$ cat src/rtl/pll_phase_ctrl.sv
// Dynamic phase-shift controller for a PLL with PHASESEL/PHASEDIR/PHASESTEP controls.
// Sequences a requested number of phase steps on one PLL output, tracks the accumulated
// position of every output, and holds the downstream domain in reset until lock is stable.
module pll_phase_ctrl #(
  parameter int unsigned SETUP_CYC   = 2,
  parameter int unsigned STEP_CYC    = 4,
  parameter int unsigned GAP_CYC     = 4,
  parameter int unsigned SETTLE_CYC  = 16,
  parameter int unsigned LOCK_STABLE = 1024
) (
  input  logic       clock,
  input  logic       reset_n,
  input  logic       pll_locked,
  input  logic       req_valid,
  output logic       req_ready,
  input  logic [1:0] req_sel,
  input  logic       req_dir,
  input  logic [7:0] req_steps,
  output logic [1:0] phasesel,
  output logic       phasedir,
  output logic       phasestep,
  output logic       phaseloadreg,
  output logic       done,
  output logic       err,
  input  logic [1:0] pos_sel,
  output logic [7:0] pos_val,
  output logic       rst_out_n
);

  localparam logic [2:0] StWaitLock = 3'd0;
  localparam logic [2:0] StIdle     = 3'd1;
  localparam logic [2:0] StSetup    = 3'd2;
  localparam logic [2:0] StStep     = 3'd3;
  localparam logic [2:0] StGap      = 3'd4;
  localparam logic [2:0] StSettle   = 3'd5;

  // Phase-length counter; 16 bits covers any sensible cycle parameter.
  localparam int unsigned CntW = 16;
  localparam logic [CntW-1:0] SetupLast  = CntW'(SETUP_CYC - 1);
  localparam logic [CntW-1:0] StepLast   = CntW'(STEP_CYC - 1);
  localparam logic [CntW-1:0] GapLast    = CntW'(GAP_CYC - 1);
  localparam logic [CntW-1:0] SettleLast = CntW'(SETTLE_CYC - 1);

  localparam int unsigned StW = (LOCK_STABLE > 2) ? $clog2(LOCK_STABLE) : 1;
  localparam logic [StW-1:0] StableLast = StW'(LOCK_STABLE - 1);

  logic            lock_meta_q, lock_sync_q;
  logic            locked;

  logic [2:0]      state_q, state_d;
  logic [StW-1:0]  stable_q, stable_d;
  logic [CntW-1:0] cyc_q, cyc_d;
  logic [7:0]      left_q, left_d;
  logic [1:0]      sel_q, sel_d;
  logic            dir_q, dir_d;
  // A completed sequence reports done one cycle after the return to idle.
  logic            pend_q, pend_d;
  logic            done_q, done_d;
  logic            err_q, err_d;
  logic            ready_q, ready_d;
  logic            step_q, step_d;
  logic            rst_out_q, rst_out_d;
  logic [7:0]      pos_q [4];
  logic [7:0]      pos_d [4];
  logic            step_done;

  assign locked = lock_sync_q;

  // Two-flop synchronizer for the asynchronous PLL lock indication.
  always_ff @(posedge clock or negedge reset_n) begin
    if (!reset_n) begin
      lock_meta_q <= 1'b0;
      lock_sync_q <= 1'b0;
    end else begin
      lock_meta_q <= pll_locked;
      lock_sync_q <= lock_meta_q;
    end
  end

  // Next-state logic for the lock-wait and phase-step sequencer.
  always_comb begin
    state_d   = state_q;
    stable_d  = stable_q;
    cyc_d     = cyc_q;
    left_d    = left_q;
    sel_d     = sel_q;
    dir_d     = dir_q;
    pend_d    = 1'b0;
    done_d    = 1'b0;
    err_d     = 1'b0;
    rst_out_d = rst_out_q;
    step_done = 1'b0;

    if (state_q == StWaitLock) begin
      rst_out_d = 1'b0;
      if (!locked) begin
        stable_d = '0;
      end else if (stable_q == StableLast) begin
        state_d   = StIdle;
        stable_d  = '0;
        rst_out_d = 1'b1;
      end else begin
        stable_d = stable_q + 1'b1;
      end
    end else if (!locked) begin
      // Lock loss beats everything, including a request in the same idle cycle.
      state_d   = StWaitLock;
      stable_d  = '0;
      cyc_d     = '0;
      rst_out_d = 1'b0;
      if (state_q != StIdle) begin
        done_d = 1'b1;
        err_d  = 1'b1;
      end
    end else begin
      unique case (state_q)
        StIdle: begin
          if (req_valid && ready_q) begin
            sel_d  = req_sel;
            dir_d  = req_dir;
            left_d = req_steps;
            cyc_d  = '0;
            if (req_steps == 8'd0) begin
              pend_d = 1'b1;
            end else begin
              state_d = StSetup;
            end
          end
        end
        StSetup: begin
          if (cyc_q == SetupLast) begin
            state_d = StStep;
            cyc_d   = '0;
          end else begin
            cyc_d = cyc_q + 1'b1;
          end
        end
        StStep: begin
          if (cyc_q == StepLast) begin
            // Step counts on the rising edge of phasestep.
            state_d   = StGap;
            cyc_d     = '0;
            left_d    = left_q - 8'd1;
            step_done = 1'b1;
          end else begin
            cyc_d = cyc_q + 1'b1;
          end
        end
        StGap: begin
          if (cyc_q == GapLast) begin
            cyc_d   = '0;
            state_d = (left_q == 8'd0) ? StSettle : StStep;
          end else begin
            cyc_d = cyc_q + 1'b1;
          end
        end
        StSettle: begin
          if (cyc_q == SettleLast) begin
            state_d = StIdle;
            cyc_d   = '0;
            pend_d  = 1'b1;
          end else begin
            cyc_d = cyc_q + 1'b1;
          end
        end
        default: begin
          state_d = StWaitLock;
          cyc_d   = '0;
        end
      endcase
    end

    if (pend_q) begin
      done_d = 1'b1;
    end
  end

  // Registered outputs are derived from the next state so they switch glitch-free.
  always_comb begin
    ready_d = (state_d == StIdle) && !pend_d;
    step_d  = (state_d != StStep);
  end

  // Per-output position accumulators, modulo 256.
  always_comb begin
    for (int i = 0; i < 4; i++) begin
      pos_d[i] = pos_q[i];
    end
    if (step_done) begin
      pos_d[sel_q] = dir_q ? (pos_q[sel_q] + 8'd1) : (pos_q[sel_q] - 8'd1);
    end
  end

  // Sequencer state and counters.
  always_ff @(posedge clock or negedge reset_n) begin
    if (!reset_n) begin
      state_q  <= StWaitLock;
      stable_q <= '0;
      cyc_q    <= '0;
      left_q   <= '0;
      pend_q   <= 1'b0;
    end else begin
      state_q  <= state_d;
      stable_q <= stable_d;
      cyc_q    <= cyc_d;
      left_q   <= left_d;
      pend_q   <= pend_d;
    end
  end

  // Latched request fields and position registers.
  always_ff @(posedge clock or negedge reset_n) begin
    if (!reset_n) begin
      sel_q <= 2'b00;
      dir_q <= 1'b0;
      for (int i = 0; i < 4; i++) begin
        pos_q[i] <= '0;
      end
    end else begin
      sel_q <= sel_d;
      dir_q <= dir_d;
      for (int i = 0; i < 4; i++) begin
        pos_q[i] <= pos_d[i];
      end
    end
  end

  // Output registers.
  always_ff @(posedge clock or negedge reset_n) begin
    if (!reset_n) begin
      done_q    <= 1'b0;
      err_q     <= 1'b0;
      ready_q   <= 1'b0;
      step_q    <= 1'b1;
      rst_out_q <= 1'b0;
    end else begin
      done_q    <= done_d;
      err_q     <= err_d;
      ready_q   <= ready_d;
      step_q    <= step_d;
      rst_out_q <= rst_out_d;
    end
  end

  assign req_ready    = ready_q;
  assign phasesel     = sel_q;
  assign phasedir     = dir_q;
  assign phasestep    = step_q;
  assign phaseloadreg = 1'b1;
  assign done         = done_q;
  assign err          = err_q;
  assign rst_out_n    = rst_out_q;
  assign pos_val      = pos_q[pos_sel];

endmodule

$ cat config.mk
export PLATFORM = sky130hd
export DESIGN_NAME = pll_phase_ctrl
export DESIGN_NICKNAME = d
export VERILOG_FILES = /design/src/rtl/pll_phase_ctrl.sv
export SDC_FILE = /design/constraint.sdc
export NUM_CORES = 1
export LEC_CHECK = 0
export CAP_MARGIN = 20
export CORE_MARGIN = 5
export CORE_UTILIZATION = 53
export DETAILED_ROUTE_END_ITERATION = 8
export PLACE_DENSITY_LB_ADDON = 0.05
export SYNTH_ARGS = -nofsm -noshare
export SYNTH_HDL_FRONTEND = slang
export SYNTH_SLANG_ARGS = --single-unit
export TNS_END_PERCENT = 10
$ cat constraint.sdc
create_clock -name clock -period 3 [get_ports clock]
set_input_delay 0.6 -clock clock [delete_from_list [all_inputs] [get_ports clock]]
set_output_delay 0.6 -clock clock [all_outputs]
set_load 0.005 [all_outputs]
-- Word-level counts from Yosys, hierarchy flattened
Index checks and enable logic that the tools add are counted.
- word-level logic and storage cells: 110
- output and inout port bits: 17
- bits of input ports: 17
- flip-flop bits (word level): 80
- eq/ne operators: 16
- bitwise gates (word level): 3
- order comparisons: 3
- reductions and logical operators: 12
- mux-type cells: 53
- add/sub/neg operators: 5
- operator list (cell ; count):
    16-bit 2-to-1 mux ; 5
    8-bit 2-to-1 mux ; 8
    16-bit one-hot mux with 4 select lines ; 1
    10-bit 2-to-1 mux ; 4
    3-bit 2-to-1 mux ; 11
    8-bit binary-select mux with 2-bit select ; 2
    32-bit bitwise mux ; 1
    1-bit 2-to-1 mux ; 17
    16-bit by 1-bit adder with 16-bit output (second input constant) ; 1
    8-bit demux with 2-bit select ; 1
    16-bit by 1-bit == test with 1-bit output (second input constant) ; 1
    16-bit by 2-bit == test with 1-bit output (second input constant) ; 1
    16-bit by 4-bit == test with 1-bit output (second input constant) ; 1
    8-bit logical NOT ; 2
    8-bit one-hot mux with 2 select lines ; 1
    8-bit by 1-bit subtractor with 8-bit output (second input constant) ; 2
    3-bit one-hot mux with 5 select lines ; 1
    10-bit by 1-bit adder with 10-bit output (second input constant) ; 1
    10-bit == test (second input constant) ; 1
    8-bit by 1-bit adder with 8-bit output (second input constant) ; 1
    3-bit by 1-bit == test with 1-bit output (second input constant) ; 2
    3-bit by 2-bit == test with 1-bit output (second input constant) ; 2
    3-bit == test (second input constant) ; 2
    3-bit >= comparator (second input constant) ; 2
    other kinds (17) ; 21

-- Longest topological paths before layout
- word-level depth: 8
- mapped depth: 11
- depth with buffers taken out: 9

-- Least setup slack after synthesis
OpenSTA, ideal clock, no wires.
- path type: flip-flop to flip-flop
- from: register sel_q[0], in the netlist phasesel[0]
- to: register pos_q[14] (netlist bit)
- setup time: 125 ps
- data arrival time: 2949 ps
- data required time: 2875 ps
- path slack: -73 ps
- period minus slack after synthesis: 3073 ps
- buffers on the path: 2
- cell stages (with the launch flop): 11
- cells stage by stage: dfrtp_1 > buf_2 > buf_1 > mux4_2 > ha_1 > nor2b_1 > o21ai_0 > a21oi_1 > nor4_1 > a311o_1 > mux2_2
- longest elaborated chain between the ends: 7
- elaborated cells on any way between the ends: 13
- those cells by class: 2 x add/sub; 2 x order compare; 7 x mux; 1 x bitwise; 1 x reduce/logical
- ends and longest elaborated chain (element ; RTL line ; text):
    start, declared ; 54 ; logic [1:0] sel_q, sel_d;
    start signal, assigned ; 220 ; sel_q <= sel_d;
    2-bit NOT with 3-bit output (*) ; 190 ; pos_d[sel_q] = dir_q ? (pos_q[sel_q] + 8'd1) : (pos_q[sel_q] - 8'd1);
    8-bit binary-select mux with 2-bit select ; 190 ;
    8-bit 2-to-1 mux (implied by the code) (2 in a row) ; 190 ;
    8-bit by 1-bit subtractor with 8-bit output or 8-bit by 1-bit adder with 8-bit output (tied branches) ; 190 ;
    8-bit 2-to-1 mux ; 190 ;
    32-bit bitwise mux (*) ; 190 ;
    end signal, assigned by index ; 223 ; pos_q[i] <= pos_d[i];
    end, declared ; 63 ; logic [7:0] pos_q [4];
Every way passes the cells marked *; elsewhere a longest branch is shown, timed or not. The select of a mux whose other input is x is not followed.
A chain may end at the register's enable or synchronous reset.

-- Worst setup path after layout
- from: input port pos_sel[0]
- to: output port pos_val[6]
- longest elaborated chain between the ends: 4
- ends and longest elaborated chain (element ; RTL line ; text):
    start, declared ; 25 ; input logic [1:0] pos_sel,
    2-bit NOT with 3-bit output (implied by the code) ; 253 ; assign pos_val = pos_q[pos_sel];
    8-bit binary-select mux with 2-bit select ; 253 ;
    8-bit 2-to-1 mux (implied by the code) (2 in a row) ; 253 ;
    end, declared ; 26 ; output logic [7:0] pos_val,
No other way between the ends. The select of a mux whose other input is x is not followed.

==> out/metrics.yaml <==
clocking:
  cts-root-buf: "clkbuf_8"
  cts_tree: "done"
  cts-htree-levels: 3
  cts_setup_buffers: 0
  clk_path_buf_depth: 2
  path_clk_slew_ns: 0.08
  cts_resized: 0
  cts_num_sinks: 80
  clk_latency_ns: 0.35
  cts_made_buffers: 9
  ctsHoldBuffers: 0
worst_setup_path:
  r2r_cells: 9
  slowest_delay_ns: 0.50
  crit_path_end_kind: "primary output"
  rr_endpoint: "pos_q[14]"
  worstPathCellList: "clkdlybuf4s50_1, buf_12, mux4_2, clkdlybuf4s50_1"
  critPathKind: "in -> out"
  startpoint_type: "primary input"
  crit_path_max_fanout: 8
  cpMostUsedCell: "clkdlybuf4s50_1"
  crit_buf_inv: 3
  r2r-start: "phasesel[0]"
  reg2reg_slack_ns: 0.22
  cp.arrival_ns: 2.21
  cpMaxStageDelayCell: "clkdlybuf4s50_1"
  crit_required_ns: 2.40
  crit_family: "buffers and inverters"
drt:
  drc: 0
  vias: 3660
  first_iter_violations: 237
  dr.pass1.iters: 4
  vias_per_cell: 5.92
  postRouteAntennaNets: 0
  wl_per_cell_um: 16.4
  totalWireLength_um: 10100
sta:
  whs_ns: 0.0647
  min_period_ns: 2.81
  grt_setup_unrepaired: "false"
  slew_violations: 0
  max_freq_mhz: 356
  setup_tns_ns: 0
  slew-limit-headroom: 0.523
  worst-slew-pin-transition_ns: 0.716
  period_share: 0.937
  fin_worst_skew_ns: 0.0130
  final_hold_viol_count: 0
  setup_viol: 0
flow_run:
  max-cap-violations: 0
status:
  outcome: "finished clean"
die:
  fp.dieArea_um2: 10600
  coreArea_um2: 8300
  die_x_um: 103
  die_h_um: 103
  std_cell_rows: 33
  initial_utilization: 0.551
  io_pins: 34
synthesis:
  ys_seq_area_frac: 0.438
  async_flop_share: 1.00
  synth-edff-count: 0
  netlist_area_um2: 4570
  syn_nets: 500
  synthTopCellsByArea: "dfrtp_1 43%, mux4_2 7.9%, o21ai_0 6.5%, nand2_1 5.4%, ha_1 3.0%"
  ys_ff_latch: 80
  synth_cell_types: 61
  ys_top_cells_by_count: "79 x dfrtp_1, 66 x nand2_1, 59 x o21ai_0"
  yosys_warnings: 0
  avgSynthCellArea_um2: 9.70
  synth_most_common_cell: "dfrtp_1"
  synth_ff_type: "dfrtp_1"
  yosys.area.top_type: "dfrtp_1"
  synth_top_area_frac: 0.433
  syn_inst: 471
grt:
  grt_pass1_wl_um: 17100
  antenna_found_initial: 0
  grt_max_degree: 81
  grt_pass1_vias: 3508
  grt_usage: 0.207
  gr-total-overflow: 0
final_layout:
  syn_to_final_growth_pct: 15.9
  layout-drive-gt1-share: 0.135
  fillCellCount: 694
  utilization: 0.638
  layout.nets: 537
  antenna_cells: 0
worst_hold_path:
  hold_path.class: "in -> async"
placed_design:
  numPortBuffers: 32
  gp_congestion: 0.864
  hpwl_um: 7230
power_and_ir_drop:
  power.density_nw_per_um2: 393
  vdd_ir_drop_max_mv: 0.250
  total_power_uw: 2080
  power_leakage_uw: 0.00225
how the worst max path moves through the flow:
stage,depth (start not counted),slack [ns],start,end
floorplan,10,0.09,phasesel[0],pos_q[14]
global placement,4,0.19,pos_sel[0],pos_val[3]
detailed placement,4,0.18,pos_sel[0],pos_val[6]
CTS,9,0.16,phasesel[0],pos_q[14]
global route,9,0.006,phasesel[0],pos_q[6]
finish,4,0.19,pos_sel[0],pos_val[6]
kinds of logic (layout without fill, tap and decap cells):
group                      Yosys count  in the layout  synth area share
AOI/OAI and AO/OA                  122            122             0.155
xor gates and xnor gates             9              9            0.0172
adders and majority gates           12             12            0.0345
buffers and inverters               38             80            0.0361
DFF                                 80             80             0.438
muxes                               28             28             0.108
other                                1              1          0.000820
and+or+nand+nor                    181            181             0.211
per-layer routing:
metal,global-route usage,share of wire
met5,0,0
met4,0.0458,0.0057
met3,0.0419,0.049
met2,0.334,0.49
met1,0.292,0.46
worst reg2reg max path: stages, from the launching register on:
cell and delay (ns):
dfrtp_2 0.49, mux4_2 0.42, inv_1 0.08, fa_1 0.43
nor2b_1 0.16, o21ai_0 0.13, a21oi_1 0.24, nor4_1 0.07
a311o_1 0.38, mux2_2 0.28
sequential cells by signal, summed over array words and instances (netlist names), 2 cells and up:
name	cells
stable_q	10
state_q	3
left_q	8
cyc_q	16
pos_q	32
phasesel	2
report_power, final:
group          internal (uW)  switching [uW]  leakage, uW
logic                   35.2            39.0      0.00105
registers               1080            4.91      0.00109
clock network            517             402     0.000113
cell type report:
class | count | area, um2 | share of cell area
clock inverters | 4 | 76.3 | 0.0144
inverters | 17 | 63.8 | 0.0120
clock buffers | 12 | 155 | 0.0293
flip-flops and latches | 80 | 2000 | 0.378
multi-input cells | 353 | 2400 | 0.454
well taps | 105 | 131 | 0.0248
repair buffers | 47 | 463 | 0.0874
placed cells by master (no fill, tap or decap), drive strengths merged, types with 3 or more instances in the layout:
cell	Yosys	routed
dfrtp	79	79
nand2	66	66
o21ai	63	63
clkdlybuf4s50	0	31
a21oi	25	25
nor2	21	21
inv	17	17
mux4	16	16
buf	10	16
nand3	14	14
clkbuf	11	12
nand4	11	11
and3	11	11
ha	11	11
a31oi	11	11
mux2	10	10
nor3	10	10
nor4	10	10
nand2b	9	9
nor2b	7	7
xor2	6	6
nor3b	5	5
and2	4	4
a32oi	3	3
xnor2	3	3
or3	3	3
metrics by stage:
stage          cells  cell area, um2  setup slack (ns)
3_5_place_dp     601            5040             0.179
6_report         618            5300             0.189
2_1_floorplan    471            4570            0.0908
3_3_place_gp     601            5040             0.191
4_1_cts          617            5270             0.160
5_1_grt          618            5300           0.00602
Power figures use the tool's default switching activity.
